`src/rtl/uart_pkg.sv`:
```
// Shared UART definitions: receiver FSM states, default clocking and the
// bit-period helper that a future transmitter can reuse.
package uart_pkg;

    // Receiver FSM states
    typedef enum logic [1:0] {
        IDLE,
        START,
        DATA,
        STOP
    } rx_state_t;

    // Default board clock and line rate
    localparam int DEFAULT_CLK_FREQ  = 50_000_000;
    localparam int DEFAULT_BAUD_RATE = 115_200;

    // Number of system clocks spanned by one serial bit (integer division)
    function automatic int clks_per_bit(input int freq, input int baud);
        return freq / baud;
    endfunction

endpackage

```
`src/rtl/uart_sync2.sv`:
```
// Two-flop synchronizer for a single asynchronous input. The reset value is
// a parameter so an idle-high line can come out of reset already "idle".
module uart_sync2 #(
    parameter logic RESET_VAL = 1'b1
) (
    input  logic i_clk,
    input  logic i_rst,
    input  logic i_async,
    output logic o_sync
);

    logic r_meta;
    logic r_sync;

    // Two back-to-back flops give the first stage a full cycle to settle
    always_ff @(posedge i_clk) begin
        if (i_rst) begin
            r_meta <= RESET_VAL;
            r_sync <= RESET_VAL;
        end else begin
            r_meta <= i_async;
            r_sync <= r_meta;
        end
    end

    assign o_sync = r_sync;

endmodule

```
`src/rtl/uart_rx.sv`:
```
// 8N1 UART receiver. The synchronized line is oversampled by the system clock;
// the start bit is confirmed at its centre and every following bit is sampled
// one bit period later, so all samples land mid-bit. The received byte is only
// published when the stop bit reads high.
module uart_rx
    import uart_pkg::*;
#(
    parameter int CLK_FREQ  = DEFAULT_CLK_FREQ,
    parameter int BAUD_RATE = DEFAULT_BAUD_RATE
) (
    input  logic       i_clk,
    input  logic       i_rst,
    input  logic       i_serial_in,
    output logic [7:0] o_parallel_out,
    output logic       o_rx_valid,
    output logic       o_frame_err
);

    localparam int CLKS_PER_BIT = clks_per_bit(CLK_FREQ, BAUD_RATE);
    localparam int HALF_BIT     = CLKS_PER_BIT / 2;
    localparam int CNT_W        = $clog2(CLKS_PER_BIT);

    localparam logic [CNT_W-1:0] BIT_END  = CNT_W'(CLKS_PER_BIT - 1);
    localparam logic [CNT_W-1:0] HALF_END = CNT_W'(HALF_BIT - 1);

    rx_state_t        r_state;
    rx_state_t        w_nextState;
    logic [CNT_W-1:0] r_clkCnt;
    logic [2:0]       r_bitIdx;
    logic [7:0]       r_shift;
    logic [7:0]       r_parallelOut;
    logic             r_rxValid;
    logic             r_frameErr;
    logic             w_rxS;
    logic             w_halfDone;
    logic             w_bitDone;
    logic             w_rxValidNext;
    logic             w_frameErrNext;

    uart_sync2 #(
        .RESET_VAL(1'b1)
    ) u_sync (
        .i_clk  (i_clk),
        .i_rst  (i_rst),
        .i_async(i_serial_in),
        .o_sync (w_rxS)
    );

    assign w_halfDone = (r_clkCnt == HALF_END);
    assign w_bitDone  = (r_clkCnt == BIT_END);

    // State register
    always_ff @(posedge i_clk) begin
        if (i_rst) begin
            r_state <= IDLE;
        end else begin
            r_state <= w_nextState;
        end
    end

    // Next-state decode plus the one-cycle result pulses decided at the stop-bit centre
    always_comb begin
        w_nextState    = r_state;
        w_rxValidNext  = 1'b0;
        w_frameErrNext = 1'b0;
        case (r_state)
            IDLE: begin
                if (!w_rxS) begin
                    w_nextState = START;
                end
            end
            START: begin
                if (w_halfDone) begin
                    w_nextState = w_rxS ? IDLE : DATA;
                end
            end
            DATA: begin
                if (w_bitDone && (r_bitIdx == 3'd7)) begin
                    w_nextState = STOP;
                end
            end
            STOP: begin
                if (w_bitDone) begin
                    w_nextState    = IDLE;
                    w_rxValidNext  = w_rxS;
                    w_frameErrNext = ~w_rxS;
                end
            end
            default: begin
                w_nextState = IDLE;
            end
        endcase
    end

    // Bit-period counting, LSB-first shifting and the registered outputs
    always_ff @(posedge i_clk) begin
        if (i_rst) begin
            r_clkCnt      <= '0;
            r_bitIdx      <= '0;
            r_shift       <= '0;
            r_parallelOut <= '0;
            r_rxValid     <= 1'b0;
            r_frameErr    <= 1'b0;
        end else begin
            r_rxValid  <= w_rxValidNext;
            r_frameErr <= w_frameErrNext;
            if (w_rxValidNext) begin
                r_parallelOut <= r_shift;
            end
            case (r_state)
                IDLE: begin
                    r_clkCnt <= '0;
                    r_bitIdx <= '0;
                end
                START: begin
                    r_clkCnt <= w_halfDone ? '0 : r_clkCnt + 1'b1;
                end
                DATA: begin
                    if (w_bitDone) begin
                        r_clkCnt          <= '0;
                        r_shift[r_bitIdx] <= w_rxS;
                        r_bitIdx          <= r_bitIdx + 1'b1;
                    end else begin
                        r_clkCnt <= r_clkCnt + 1'b1;
                    end
                end
                STOP: begin
                    r_clkCnt <= w_bitDone ? '0 : r_clkCnt + 1'b1;
                end
                default: begin
                    r_clkCnt <= '0;
                end
            endcase
        end
    end

    assign o_parallel_out = r_parallelOut;
    assign o_rx_valid     = r_rxValid;
    assign o_frame_err    = r_frameErr;

endmodule

```
`config.mk`:
```
export PLATFORM = sky130hd
export DESIGN_NAME = uart_rx
export DESIGN_NICKNAME = d
export VERILOG_FILES = /design/src/rtl/uart_pkg.sv /design/src/rtl/uart_sync2.sv /design/src/rtl/uart_rx.sv
export SDC_FILE = /design/constraint.sdc
export NUM_CORES = 1
export LEC_CHECK = 0
export ABC_AREA = 1
export CAP_MARGIN = 20
export CORE_ASPECT_RATIO = 2
export CORE_MARGIN = 3
export CORE_UTILIZATION = 55
export CTS_BUF_LIST = sky130_fd_sc_hd__clkbuf_8
export DETAILED_ROUTE_END_ITERATION = 12
export GPL_ROUTABILITY_DRIVEN = 0
export PLACE_DENSITY = 0.85
export SYNTH_ARGS = -nofsm -noshare
export SYNTH_HDL_FRONTEND = slang
export SYNTH_SLANG_ARGS = --single-unit
```
`constraint.sdc`:
```
create_clock -name i_clk -period 1.9 [get_ports i_clk]
set_clock_uncertainty 0.05 [all_clocks]
set_input_delay 0.57 -clock i_clk [delete_from_list [all_inputs] [get_ports i_clk]]
set_output_delay 0.57 -clock i_clk [all_outputs]
set_load 0.05 [all_outputs]
```
==> summary.txt, run 1 <==
Floorplanning
  • Die Width: 43.3 um
  • Full die area: 3490 um^2
  • Initial cell density of the core: 58.9%
  • Num ports: 13
  • Core area: 2600 um^2
  • Rows: 26
  • Die Y: 80.7 um

Finish
  • Fill cells: 236
  • Post-route cell area: 1750 um^2
  • Most frequent cells in the layout: 47 x nand2_1, 46 x nor2_1, 34 x dfxtp_1, 23 x inv_1, 14 x nand3_1
  • Non-Filler Instances: 258
  • Nets: 237
  • Share of layout cells above drive strength 1: 12.6%
  • Layout Area Growth over Synthesis: 14.0%
  • Number of diodes: 0
  • Commonest non-fill, non-tap cell in the layout: nand2_1
  • FF+latch area: 681 um^2
  • Area of the multi-input gates: roughly 730 um^2

Min path
  • Min-delay worst type: register to register

STA
  • RSZ-0062 raised after global routing: no
  • F_max: 600 MHz
  • Setup WS post-layout: 0.232 ns
  • Fin. Hold Viols: 0
  • Hold Slack: 0.363 ns
  • Post-route minimum period: 1.67 ns
  • Fin crit share: 87.8%
  • Setup TNS: 0 ns
  • # setup viols final: 0
  • Worst slew margin: 66.3%
  • Tightest Pin Transition: 0.505 ns
  • Max Slew Vio Count: 0

Synthesis
  • EDFF count, synth: 0
  • Synth Warn #: 0
  • Avg Inst Size Synth: 7.20 um^2
  • Top cell type's share of synthesized area: 44.4%
  • Synth Cell Area: roughly 1500 um^2
  • Post-Synthesis Cells: roughly 210
  • Synth async-reset ratio: 0%
  • Synth cell types: 23
  • #FFs+latches synth: 34
  • Area leader, netlist: dfxtp_1
  • Register area share after synthesis: 44.4%
  • Synth Net Count: 221
  • Most used DFF post-synth: dfxtp_1
  • Synth top area cells: dfxtp_1 44%, nand2_1 12%, nor2_1 11%, inv_1 5.4%, nand3_1 4.6%

Routing
  • Routed via count: about 1300
  • Routed WL per cell: around 11 um
  • Residual DRC count: 0
  • Antenna Nets Post-Route: 0
  • DRT iter0 DRCs: 43
  • Via density: 5.11
  • Uppermost routed layer: met4
  • Post-Route WL: 2870 um
  • M1 WL: 1120 um
  • Met3 wire len: 99 um
  • DR WL met2: 1580 um
  • Drt first pass iters: 4

Run status
  • Status: completed

Critical path
  • CP max FO: 10
  • CP Class: register to register
  • Nature of the critical path startpoint: register
  • Critical Path RT: just over 2 ns
  • Crit. End Element: register
  • Worst Path Arrival: around 1.8 ns

Run
  • Max-Cap Viols: 0

Placed design
  • Worst slack at placement: 0.168 ns
  • Placed cell areas: between 1500 and 2000 um^2
  • Post-detail-place hpwl: 2000 um
  • Cells after DPL: 249
  • Port bufs: 12

Power and ir drop
  • P per Cell Area: 743 nW/um^2
  • Maximum vdd drop: 672 uV
  • Lkg Pwr: 0.000710 uW

CTS
  • CTS tree: done
  • Worst-case clock buffer depth: 2
  • Cts hold-fix bufs: 0
  • CTS root buffer: clkbuf_8
  • Setup bufs post-CTS: 0
  • Clock sinks: 34
  • H-tree depth: 2
  • TritonCTS buffer count: 5
  • Worst-path clk slew: 0.07 ns
  • Post-CTS Resized: 0
  • Clk_lat worst skew: around 0.28 ns

Global routing
  • First-pass GRT wire length: 4870 um
  • Number of global-route vias before repair: between 1000 and 1500
  • Gr usage total: a little under a fifth
  • Initial antenna violation count: 0
  • Gr ovfl total: 0
  • Pin count of the biggest net entering global routing: 21
## stage by stage
step,total power [uW],util [%]
3_3_place_gp,779,63.2
4_1_cts,1310,66.7
5_1_grt,1340,67.2
3_5_place_dp,779,63.2
6_report,1300,67.2
2_1_floorplan,764,-
## state kept, by name, indices dropped and copies added (netlist names), named ones only
name	count
r_clkCnt	9
o_parallel_out	8
r_shift	8
r_bitIdx	3
o_frame_err	1
o_rx_valid	1
r_state	1
u_sync.o_sync	1
u_sync.r_meta	1
## per-layer routing
metal | up-vias | GRT usage [%]
met5 | - | 0
met4 | 0 | 10.3
met3 | 7 | 4.04
met2 | 29 | 33.4
met1 | 589 | 17.6
li1 | 693 | -
## kinds of logic (layout without fill, tap and decap cells)
family	Yosys count	in the layout	share of synthesized area, %
AND/OR/NAND/NOR	118	119	32.9
flip-flops	34	34	44.4
buffers and inverters	29	45	8.41
AO/OA/AOI/OAI	22	22	7.35
adder cells (fa/ha/maj)	5	5	4.08
XOR/XNOR	5	5	2.86
## final cells by class
| cell class | instances | share of cell area (%) |
|---|---|---|
| Tap cell | 28 | 2.00 |
| Sequential cell | 34 | 38.9 |
| Clock buffer | 6 | 4.72 |
| Multi-Input combinational cell | 151 | 42.0 |
| Timing Repair Buffer | 13 | 6.59 |
| Inverter | 24 | 5.23 |
| Clock inverter | 2 | 0.501 |
## path summary, 6_finish.rpt
check | from | depth (start not counted) | slack [ns] | end
worst max-delay path | r_clkCnt[0]$_SDFF_PP0_ | 8 | 0.23 | r_bitIdx[0]$_SDFFE_PP0P_
worst min register to register | u_sync.r_meta$_SDFF_PP1_ | 1 | 0.36 | u_sync.o_sync$_SDFF_PP1_
worst max register to register | r_clkCnt[0]$_SDFF_PP0_ | 8 | 0.23 | r_bitIdx[0]$_SDFFE_PP0P_
worst min-delay path | u_sync.r_meta$_SDFF_PP1_ | 1 | 0.36 | u_sync.o_sync$_SDFF_PP1_
## synthesized netlist by cell type (2+ instances only)
cell,n
dfxtp_1,34
or2_2,2
clkbuf_1,2
nor4_1,2
nand3_1,14
nand2_2,3
xor2_1,3
buf_6,2
nand2_1,47
xnor2_1,2
ha_1,5
a21oi_1,11
inv_1,22
nor2_1,46
o21ai_0,10
## power breakdown
part	switching (uW)	leakage [uW]	internal [uW]
Clock	248	0.0000524	287
Sequential	6.14	0.000274	717
Combinational	24.1	0.000383	16.6
## critical path, cell delays in order (launching register included)
cell and delay, ns:
dfxtp_1 0.40, ha_1 0.17, nand2_1 0.05, nor2_1 0.18, nand2_2 0.17, nor2_4 0.27, inv_1 0.11, nand3_1 0.08
a21oi_1 0.06
Power figures use the tool's default switching activity.
==> run 2: changes to the inputs <==
--- a/config.mk
+++ b/config.mk
@@ -13,7 +13,8 @@
 export CTS_BUF_LIST = sky130_fd_sc_hd__clkbuf_8
 export DETAILED_ROUTE_END_ITERATION = 12
 export GPL_ROUTABILITY_DRIVEN = 0
-export PLACE_DENSITY = 0.85
+export PLACE_DENSITY = 0.76
+export REMOVE_ABC_BUFFERS = 1
 export SYNTH_ARGS = -nofsm -noshare
 export SYNTH_HDL_FRONTEND = slang
 export SYNTH_SLANG_ARGS = --single-unit
==> run 2 against run 1 <==
  * Die area unchanged
  * Sequential power hardly changed
  * First-iteration DRC count decreased by 51%
  * Fmax up 0.20%
  * Highest routed layer unchanged
  * Worst setup slack better by 0.0033 ns
  * Utilization fell by 0.62 points
  * Sequential share of layout area is 0.37 points higher
  * Final cell count unchanged
  * Non-clock buffer count up 1
==> summary.txt, run 2 (synthesis results as in run 1) <==
Run status
  • Status: completed

Floorplanning
  • Die Y: 80.7 um
  • Num ports: 13
  • Core area: 2600 um^2
  • Full die area: 3490 um^2
  • Initial cell density of the core: 58.9%
  • Rows: 26
  • Die Width: 43.3 um

Global routing
  • Pin count of the biggest net entering global routing: 21
  • Gr ovfl total: 0
  • First-pass GRT wire length: roughly 5200 um
  • Initial antenna violation count: 0
  • Gr usage total: 20.6%
  • Number of global-route vias before repair: 1340

Placed design
  • Port bufs: 12
  • Post-detail-place hpwl: 2350 um
  • Placed cell areas: 1640 um^2
  • Worst slack at placement: 0.229 ns

Finish
  • Most frequent cells in the layout: 47 x nand2_1, 46 x nor2_1, 34 x dfxtp_1, 23 x inv_1, 14 x nand3_1
  • Layout Area Growth over Synthesis: 13.0%
  • Number of diodes: 0
  • Number of flip-flops in the largest register: 9
  • Commonest non-fill, non-tap cell in the layout: nand2_1
  • Nets: between 200 and 250
  • Share of layout cells above drive strength 1: 12.6%
  • Post-route cell area: between 1500 and 2000 um^2
  • Top reg by flops: r_clkCnt
  • Fill cells: 229

Power and ir drop
  • P per Cell Area: 749 nW/um^2
  • Lkg Pwr: 0.000710 uW
  • Maximum vdd drop: between 800 and 900 uV

Critical path
  • CP Class: register to register
  • RR Startpoint: r_clkCnt[0]$_SDFF_PP0_
  • Critical Path RT: 2.02 ns
  • Worst flop-to-flop path endpoint: r_bitIdx[1]$_SDFFE_PP0P_
  • CP max FO: 20
  • Worst Path Arrival: roughly 1.8 ns
  • R2r setup slk: 0.24 ns
  • Nature of the critical path startpoint: register
  • Cells on worst reg2reg path: 8
  • Crit. End Element: register

STA
  • Worst slew margin: around two thirds
  • RSZ-0062 raised after global routing: no
  • # setup viols final: 0
  • Fin. Hold Viols: 0
  • F_max: between 600 and 700 MHz
  • Setup TNS: 0 ns
  • Fin crit share: around 90%
  • Post-route minimum period: roughly 1.7 ns
  • Max Slew Vio Count: 0
  • Setup WS post-layout: 0.235 ns
  • Tightest Pin Transition: 0.516 ns

Routing
  • Routed via count: 1344
  • DRT iter0 DRCs: 21
  • Routed WL per cell: 11.9 um
  • Antenna Nets Post-Route: 0
  • Residual DRC count: 0
  • Via density: 5.21
  • Drt first pass iters: 4
  • Post-Route WL: ~3000 um

Min path
  • Worst hold path startpoint: u_sync.r_meta$_SDFF_PP1_
  • Min-delay worst type: register to register
  • Hold Path Cell Cnt: 1
  • Hold EP: u_sync.o_sync$_SDFF_PP1_

CTS
  • TritonCTS buffer count: 5
  • Cts hold-fix bufs: 0
  • Clock sinks: 34
  • Clk_lat worst skew: about 0.29 ns
  • CTS root buffer: clkbuf_8
  • Worst-path clk slew: 0.06 ns
  • Post-CTS Resized: 0
  • Worst-case clock buffer depth: 2
  • H-tree depth: 2
  • CTS tree: done
  • Setup bufs post-CTS: 0

Run
  • Max-Cap Viols: 0
==> run 2: final cells by class <==
| class | instances | area (um^2) | area share [%] |
|---|---|---|---|
| repair buffers | 14 | 110 | 6.36 |
| clock inverters | 2 | 8.76 | 0.506 |
| multi-input cells | 150 | 723 | 41.8 |
| well taps | 28 | 35.0 | 2.02 |
| flip-flops and latches | 34 | 681 | 39.3 |
| clock buffers | 6 | 82.6 | 4.77 |
| inverters | 24 | 91.3 | 5.27 |
==> run 2: worst max path at each step <==
stage	start	slack, ns	cells past startpoint	end
6_report	r_clkCnt[0]$_SDFF_PP0_	0.24	8	r_bitIdx[1]$_SDFFE_PP0P_
5_1_grt	r_clkCnt[0]$_SDFF_PP0_	0.11	8	r_bitIdx[2]$_SDFFE_PP0P_
4_1_cts	r_clkCnt[0]$_SDFF_PP0_	0.23	8	r_bitIdx[1]$_SDFFE_PP0P_
3_5_place_dp	i_rst	0.23	3	u_sync.o_sync$_SDFF_PP1_
3_3_place_gp	i_rst	0.25	3	u_sync.r_meta$_SDFF_PP1_
2_1_floorplan	r_clkCnt[0]$_SDFF_PP0_	0.42	8	r_bitIdx[0]$_SDFFE_PP0P_
==> run 2: per-layer routing <==
| metal | routed length [um] | vias up | GRT usage [%] |
|---|---|---|---|
| met4 | 151 | 0 | 16.0 |
| met1 | 1090 | 607 | 16.6 |
| met2 | 1720 | 28 | 38.9 |
| met3 | 105 | 14 | 5.38 |
| met5 | 0 | - | 0 |
| li1 | - | 695 | - |
==> run 2: where the power goes <==
part | switching (uW) | total (uW) | internal (uW)
Combinational | 24.9 | 40.2 | 15.3
Sequential | 6.00 | 723 | 717
Clock | 248 | 535 | 286
Total | 279 | 1300 | 1020
==> run 2: metrics by stage <==
stage	power [uW]	util, %	hold WS [ns]	std cells
floorplan	758	-	0.339	208
global placement	777	63.0	0.342	250
detailed placement	779	63.0	0.349	250
CTS	1310	66.5	0.365	258
global route	1340	66.5	0.373	258
finish	1300	66.5	0.358	258
==> run 2: critical path, stage by stage (launching register included) <==
cell     delay (ns)
dfxtp_1        0.40
ha_1           0.17
nand2_1        0.05
nor2_1         0.15
nand2_2        0.13
nor2_4         0.33
inv_1          0.13
nand3_1        0.09
a21oi_1        0.06
